File: config.mk
export PLATFORM = sky130hd
export DESIGN_NAME = sm_twi_dbg_slave
export DESIGN_NICKNAME = d
export VERILOG_FILES = /design/src/rtl/sm_twi_dbg_slave.sv
export SDC_FILE = /design/constraint.sdc
export NUM_CORES = 1
export LEC_CHECK = 0
export CORE_ASPECT_RATIO = 1.2
export CORE_UTILIZATION = 58
export DETAILED_ROUTE_END_ITERATION = 8
export GPL_TIMING_DRIVEN = 0
export PLACE_DENSITY = 0.84
export SLEW_MARGIN = 0
export SYNTH_ARGS = -nofsm -noshare
export SYNTH_HDL_FRONTEND = slang
export SYNTH_SLANG_ARGS = --single-unit
File: constraint.sdc
create_clock -name clk -period 5 [get_ports clk]
set_input_delay 0.5 -clock clk [delete_from_list [all_inputs] [get_ports clk]]
set_output_delay 0.5 -clock clk [all_outputs]
set_load 0.005 [all_outputs]
File: src/rtl/sm_twi_dbg_slave.sv
// TWI (I2C) slave that lets an external master select a CPU debug register and read it back MSB-first.
// Optional feature: define SM_TWI_DBG_AUTOINC_EN to step regAddr after every fully ACKed word.
`timescale 1ns/1ps
module sm_twi_dbg_slave #(
  parameter logic [6:0]  SLAVE_ADDR  = 7'h3C,
  parameter int unsigned SYNC_STAGES = 2
) (
  input  logic        clk,
  input  logic        rst_n,
  input  logic        scl_i,
  input  logic        sda_i,
  output logic        sda_oe,
  output logic [4:0]  regAddr,
  input  logic [31:0] regData,
  output logic        busy
);

  localparam int unsigned REG_W     = 5;
  localparam int unsigned DATA_W    = 32;
  localparam int unsigned BYTE_W    = 8;
  localparam int unsigned BIT_CNT_W = 3;
  localparam int unsigned BYTE_CNT_W = 2;

  typedef enum logic [2:0] {
    IDLE, ADDR, ADDR_ACK, REG, REG_ACK, TX, TX_ACK, WAIT_STOP
  } state_t;

  state_t state, stateNxt;

  logic [SYNC_STAGES-1:0] sclSync, sdaSync;
  logic                   sclD, sdaD;
  logic                   sclS, sdaS;
  logic                   sclRise, sclFall, startDet, stopDet, busEvt;

  logic [BIT_CNT_W-1:0]  bitCnt;
  logic [BYTE_CNT_W-1:0] byteCnt, byteNxt;
  logic [BYTE_W-1:0]     shiftReg, rxNext;
  logic [DATA_W-1:0]     txWord, wordNxt;
  logic                  rw, ackPhase;
  logic                  addrHit, ackState, enterTx, newWord;
  logic                  sdaOeNxt, busyNxt;

  // Synchronizers reset low so a mid-bit reset release never fakes a START.
  always_ff @(posedge clk or negedge rst_n) begin
    if (!rst_n) begin
      sclSync <= '0;
      sdaSync <= '0;
      sclD    <= 1'b0;
      sdaD    <= 1'b0;
    end else begin
      sclSync <= {sclSync[SYNC_STAGES-2:0], scl_i};
      sdaSync <= {sdaSync[SYNC_STAGES-2:0], sda_i};
      sclD    <= sclS;
      sdaD    <= sdaS;
    end
  end

  assign sclS     = sclSync[SYNC_STAGES-1];
  assign sdaS     = sdaSync[SYNC_STAGES-1];
  assign sclRise  = sclS & ~sclD;
  assign sclFall  = ~sclS & sclD;
  assign startDet = sclS & sclD & ~sdaS & sdaD;
  assign stopDet  = sclS & sclD & sdaS & ~sdaD;
  assign busEvt   = startDet | stopDet;

  assign rxNext   = {shiftReg[BYTE_W-2:0], sdaS};
  assign addrHit  = (rxNext[7:1] == SLAVE_ADDR) && (SLAVE_ADDR != 7'd0);
  assign ackState = (state == ADDR_ACK) || (state == REG_ACK) || (state == TX_ACK);

  // Start of a transmitted byte: first byte after the address or after a master ACK.
  always_comb begin
    newWord = (state == ADDR_ACK) || (byteCnt == 2'd3);
    enterTx = !busEvt && sclFall && ackPhase &&
              (((state == ADDR_ACK) && rw) || (state == TX_ACK));
    wordNxt = newWord ? regData : txWord;
    byteNxt = newWord ? '0 : byteCnt + 2'd1;
  end

  always_ff @(posedge clk or negedge rst_n) begin
    if (!rst_n) state <= IDLE;
    else        state <= stateNxt;
  end

  always_comb begin
    stateNxt = state;
    if (stopDet)       stateNxt = IDLE;
    else if (startDet) stateNxt = ADDR;
    else begin
      unique case (state)
        IDLE:      stateNxt = IDLE;
        ADDR:      if (sclRise && bitCnt == 3'd7) stateNxt = addrHit ? ADDR_ACK : WAIT_STOP;
        ADDR_ACK:  if (sclFall && ackPhase) stateNxt = rw ? TX : REG;
        REG:       if (sclRise && bitCnt == 3'd7) stateNxt = REG_ACK;
        REG_ACK:   if (sclFall && ackPhase) stateNxt = WAIT_STOP;
        TX:        if (sclRise && bitCnt == 3'd7) stateNxt = TX_ACK;
        TX_ACK: begin
          if (sclRise && sdaS)          stateNxt = WAIT_STOP;
          else if (sclFall && ackPhase) stateNxt = TX;
        end
        WAIT_STOP: stateNxt = WAIT_STOP;
        default:   stateNxt = IDLE;
      endcase
    end
  end

  // SDA only moves on the synced SCL fall; ACK slots hold low across the 9th clock.
  always_comb begin
    sdaOeNxt = sda_oe;
    busyNxt  = !((stateNxt == IDLE) || (stateNxt == ADDR));
    if (busEvt)       sdaOeNxt = 1'b0;
    else if (enterTx) sdaOeNxt = ~wordNxt[~{byteNxt, 3'b000}];
    else if (sclFall) begin
      unique case (state)
        ADDR_ACK, REG_ACK: sdaOeNxt = ~ackPhase;
        TX:                sdaOeNxt = ~txWord[~{byteCnt, bitCnt}];
        default:           sdaOeNxt = 1'b0;
      endcase
    end
  end

  always_ff @(posedge clk or negedge rst_n) begin
    if (!rst_n) begin
      sda_oe   <= 1'b0;
      busy     <= 1'b0;
      regAddr  <= '0;
      bitCnt   <= '0;
      byteCnt  <= '0;
      shiftReg <= '0;
      txWord   <= '0;
      rw       <= 1'b0;
      ackPhase <= 1'b0;
    end else begin
      sda_oe <= sdaOeNxt;
      busy   <= busyNxt;

      if (stateNxt != state) ackPhase <= 1'b0;
      else if (sclRise && ackState && !((state == TX_ACK) && sdaS)) ackPhase <= 1'b1;

      if (busEvt) begin
        bitCnt  <= '0;
        byteCnt <= '0;
      end else begin
        if (sclRise && ((state == ADDR) || (state == REG) || (state == TX)))
          bitCnt <= bitCnt + 3'd1;
        if (enterTx) byteCnt <= byteNxt;
        if (sclRise && ((state == ADDR) || (state == REG))) shiftReg <= rxNext;
        if (sclRise && (state == ADDR) && (bitCnt == 3'd7)) rw <= rxNext[0];
        if (enterTx && newWord) txWord <= regData;
        if (sclRise && (state == REG) && (bitCnt == 3'd7))
          regAddr <= rxNext[REG_W-1:0];
`ifdef SM_TWI_DBG_AUTOINC_EN
        else if (sclRise && (state == TX_ACK) && !sdaS && (byteCnt == 2'd3))
          regAddr <= regAddr + 5'd1;
`endif
      end
    end
  end

endmodule

==> metrics.txt <==
total CTS buffers 9; DRT iter0 DRCs about 150; total power 0.00129 W; Clock Tree Buf Depth 2; Worst-Margin Slew 687 ps; crit-path cells buf_6, or3b_4, a2111oi_4, buf_6, mux2_4; Fin. Hold Viols 0; Post-CTS Setup Repair Bufs 0; syn nets 289; antenna viol nets, final 0; Placement Setup Slack roughly 2700 ps; Area Growth Syn to Fin 21.5%; Synth area leader dfrtp_1; CP max stage cell a2111oi_4; DPL Wire Length between 4 and 5 mm; Unique masters post-synth 53; Total Wirelength 6.31 mm; Reg clk slew, reported paths 70 ps; first-pass GRT wire length roughly 11 mm; GPL Wtd Cong 0.898; setup violators final 0; Worst-Skew Late Latency around 340 ps; Avg Vias per Cell a little under 6; via count 2138; Clock Skews between 5 and 6 ps; Worst R2R Setup Slack 2670 ps; Period minus WS final 2330 ps; core footprint 0.00530 mm2; Crit Reg-Reg Startpoint state[0]; CP Capture Type register; starting density of the core 0.603; Setup TNS 0 ps; Total Routing Usage GR 0.241; unrepaired setup endpoints after global routing false; Peak VDD IR 0.000377 V; DR top layer met4; startpoint types register; dominant cell by count in the synthesized netlist dfrtp_1; post-CTS sizing 0; Final Util 0.733; remaining global-route overflow 0; crit path launch state[0]; post-synth top area share 0.486; WP data required between 5000 and 6000 ps; Rows 29; Most used DFF post-synth dfrtp_1; Post-synth EDFFs 0; CP peak stage delay 700 ps; Max Cap Viol 0; share of layout cells above drive strength 1 0.260; FFs w/ async S/R, synth 1.00; H-tree depth 3; WL met3 266 um; Crit Path Max Fanout 10; CTS tree yes; Slew HR 0.542; filler cell count 344; critical path class reg -> reg; layout net count 343; hold_buf cts 0; Synth top cells by count dfrtp_1 (62), mux2_4 (30), mux2i_1 (17); Hold Path Class in -> async; Mapped Area about 0.0032 mm2; r2r endpoint txWord[17]; routed wl met2 3.23 mm; synth top area cells dfrtp_1 (49%), mux2_4 (14%), mux2i_1 (5.3%); Root Driver clkbuf_8; Post-Syn Instances 250; outcome finished clean; fin worst setup slack 2670 ps; sequential share of the synthesized area 0.486; die area 0.00581 mm2; Diodes inserted 0; Avg Cell Area, Syn ~13 um2; worst reg2reg path depth 5; number of global-route vias before repair roughly 2200; Port-buffer cells 42; PwrDens 333 mW/mm2; largest net degree at the start of global routing 35; DRT Pass-1 Iters 4; M1 WL around 2.7 mm; # IOs 43; chip height ~83 um; Fmax achieved about 430 MHz; Pins Over Slew Limit 0; WP data arrival 2550 ps; Most Frequent Cell on Critical Path buf_6; yosys warns 0; share of the clock period used by the worst path 0.465; clock tree sinks a little over 60; Remaining DRCs 0; initial antenna violation count 0; FF+latch count, synth 62; Leakage Power 1.70 nW; crit path capture txWord[17]; Die W 69.7 um; wire per inst ~17 um
-- logic make-up (layout without fill, tap and decap cells) --
| kind of cell | Yosys count | in the layout | synth area share |
|---|---|---|---|
| simple gates | 68 | 68 | 0.122 |
| xor+xnor | 1 | 1 | 0.00274 |
| compound gates | 34 | 34 | 0.0838 |
| fa+ha+maj | 3 | 3 | 0.0118 |
| flops | 62 | 62 | 0.486 |
| buf+inv | 18 | 76 | 0.0329 |
| mux | 64 | 64 | 0.261 |
-- state kept, by name, summed over array words and instances, names as in the netlist --
| register | count |
|---|---|
| shiftReg | 7 |
| regAddr | 5 |
| txWord | 32 |
| rw | 1 |
| busy | 1 |
| sdaSync | 2 |
| bitCnt | 3 |
| sclSync | 2 |
| ackPhase | 1 |
| sdaD | 1 |
| sda_oe | 1 |
| byteCnt | 2 |
| state | 3 |
| sclD | 1 |
-- critical path: cells and delay by family, from the launching register on --
family / cells / cell delay (ps)
and+or+nand+nor: 1 / 400
muxes: 1 / 320
buffers and inverters: 2 / 420
DFF: 1 / 370
AOI/OAI and AO/OA: 1 / 700
-- area by class of cell --
class,instances,area (um2),area share
clock inverter,4,22.5,0.00580
tap,62,77.6,0.0200
clock buffer,11,151,0.0390
inverter,5,18.8,0.00484
buffer,13,86.3,0.0222
sequential,62,1550,0.400
multi-input combinational,170,1540,0.396
timing repair buffer,43,435,0.112
-- routing by layer --
metal  vias up  track usage
met5         -            0
met2        65        0.404
met4         0       0.0855
li1       1024            -
met3        10       0.0619
met1      1039        0.300
-- how the worst min path moves through the flow --
stage                           from         end  cells past startpoint
after floorplan                rst_n    ackPhase                      0
after global placement    sdaSync[0]  sdaSync[1]                      0
after detailed placement  sclSync[0]  sclSync[1]                      0
after CTS                      rst_n    state[1]                      1
after global routing           rst_n    state[1]                      1
final                          rst_n    state[1]                      1
-- where the power goes --
group | switching, W | leakage [nW] | internal (W) | total [W]
sequential | 0.0000419 | 0.842 | 0.000545 | 0.000587
clock | 0.000190 | 0.0910 | 0.000201 | 0.000392
combinational | 0.000159 | 0.770 | 0.000156 | 0.000315
total | 0.000391 | 1.70 | 0.000903 | 0.00129
-- per-stage QoR --
step	cell area (um2)	hold slack, ps	instances
2_1_floorplan	3190	204	250
3_3_place_gp	3690	338	354
3_5_place_dp	3710	337	355
4_1_cts	3880	204	370
5_1_grt	3880	228	370
6_report	3880	187	370
-- cell usage in the layout, fill, tap and decap left out, types with 11 or more instances in the layout --
master,Yosys,final
mux2i_1,17,17
nand2_1,11,11
mux2_2,15,15
nor2_1,12,12
clkdlybuf4s50_1,0,41
clkbuf_8,0,11
dfrtp_1,62,62
mux2_4,30,30
Power figures use the tool's default switching activity.
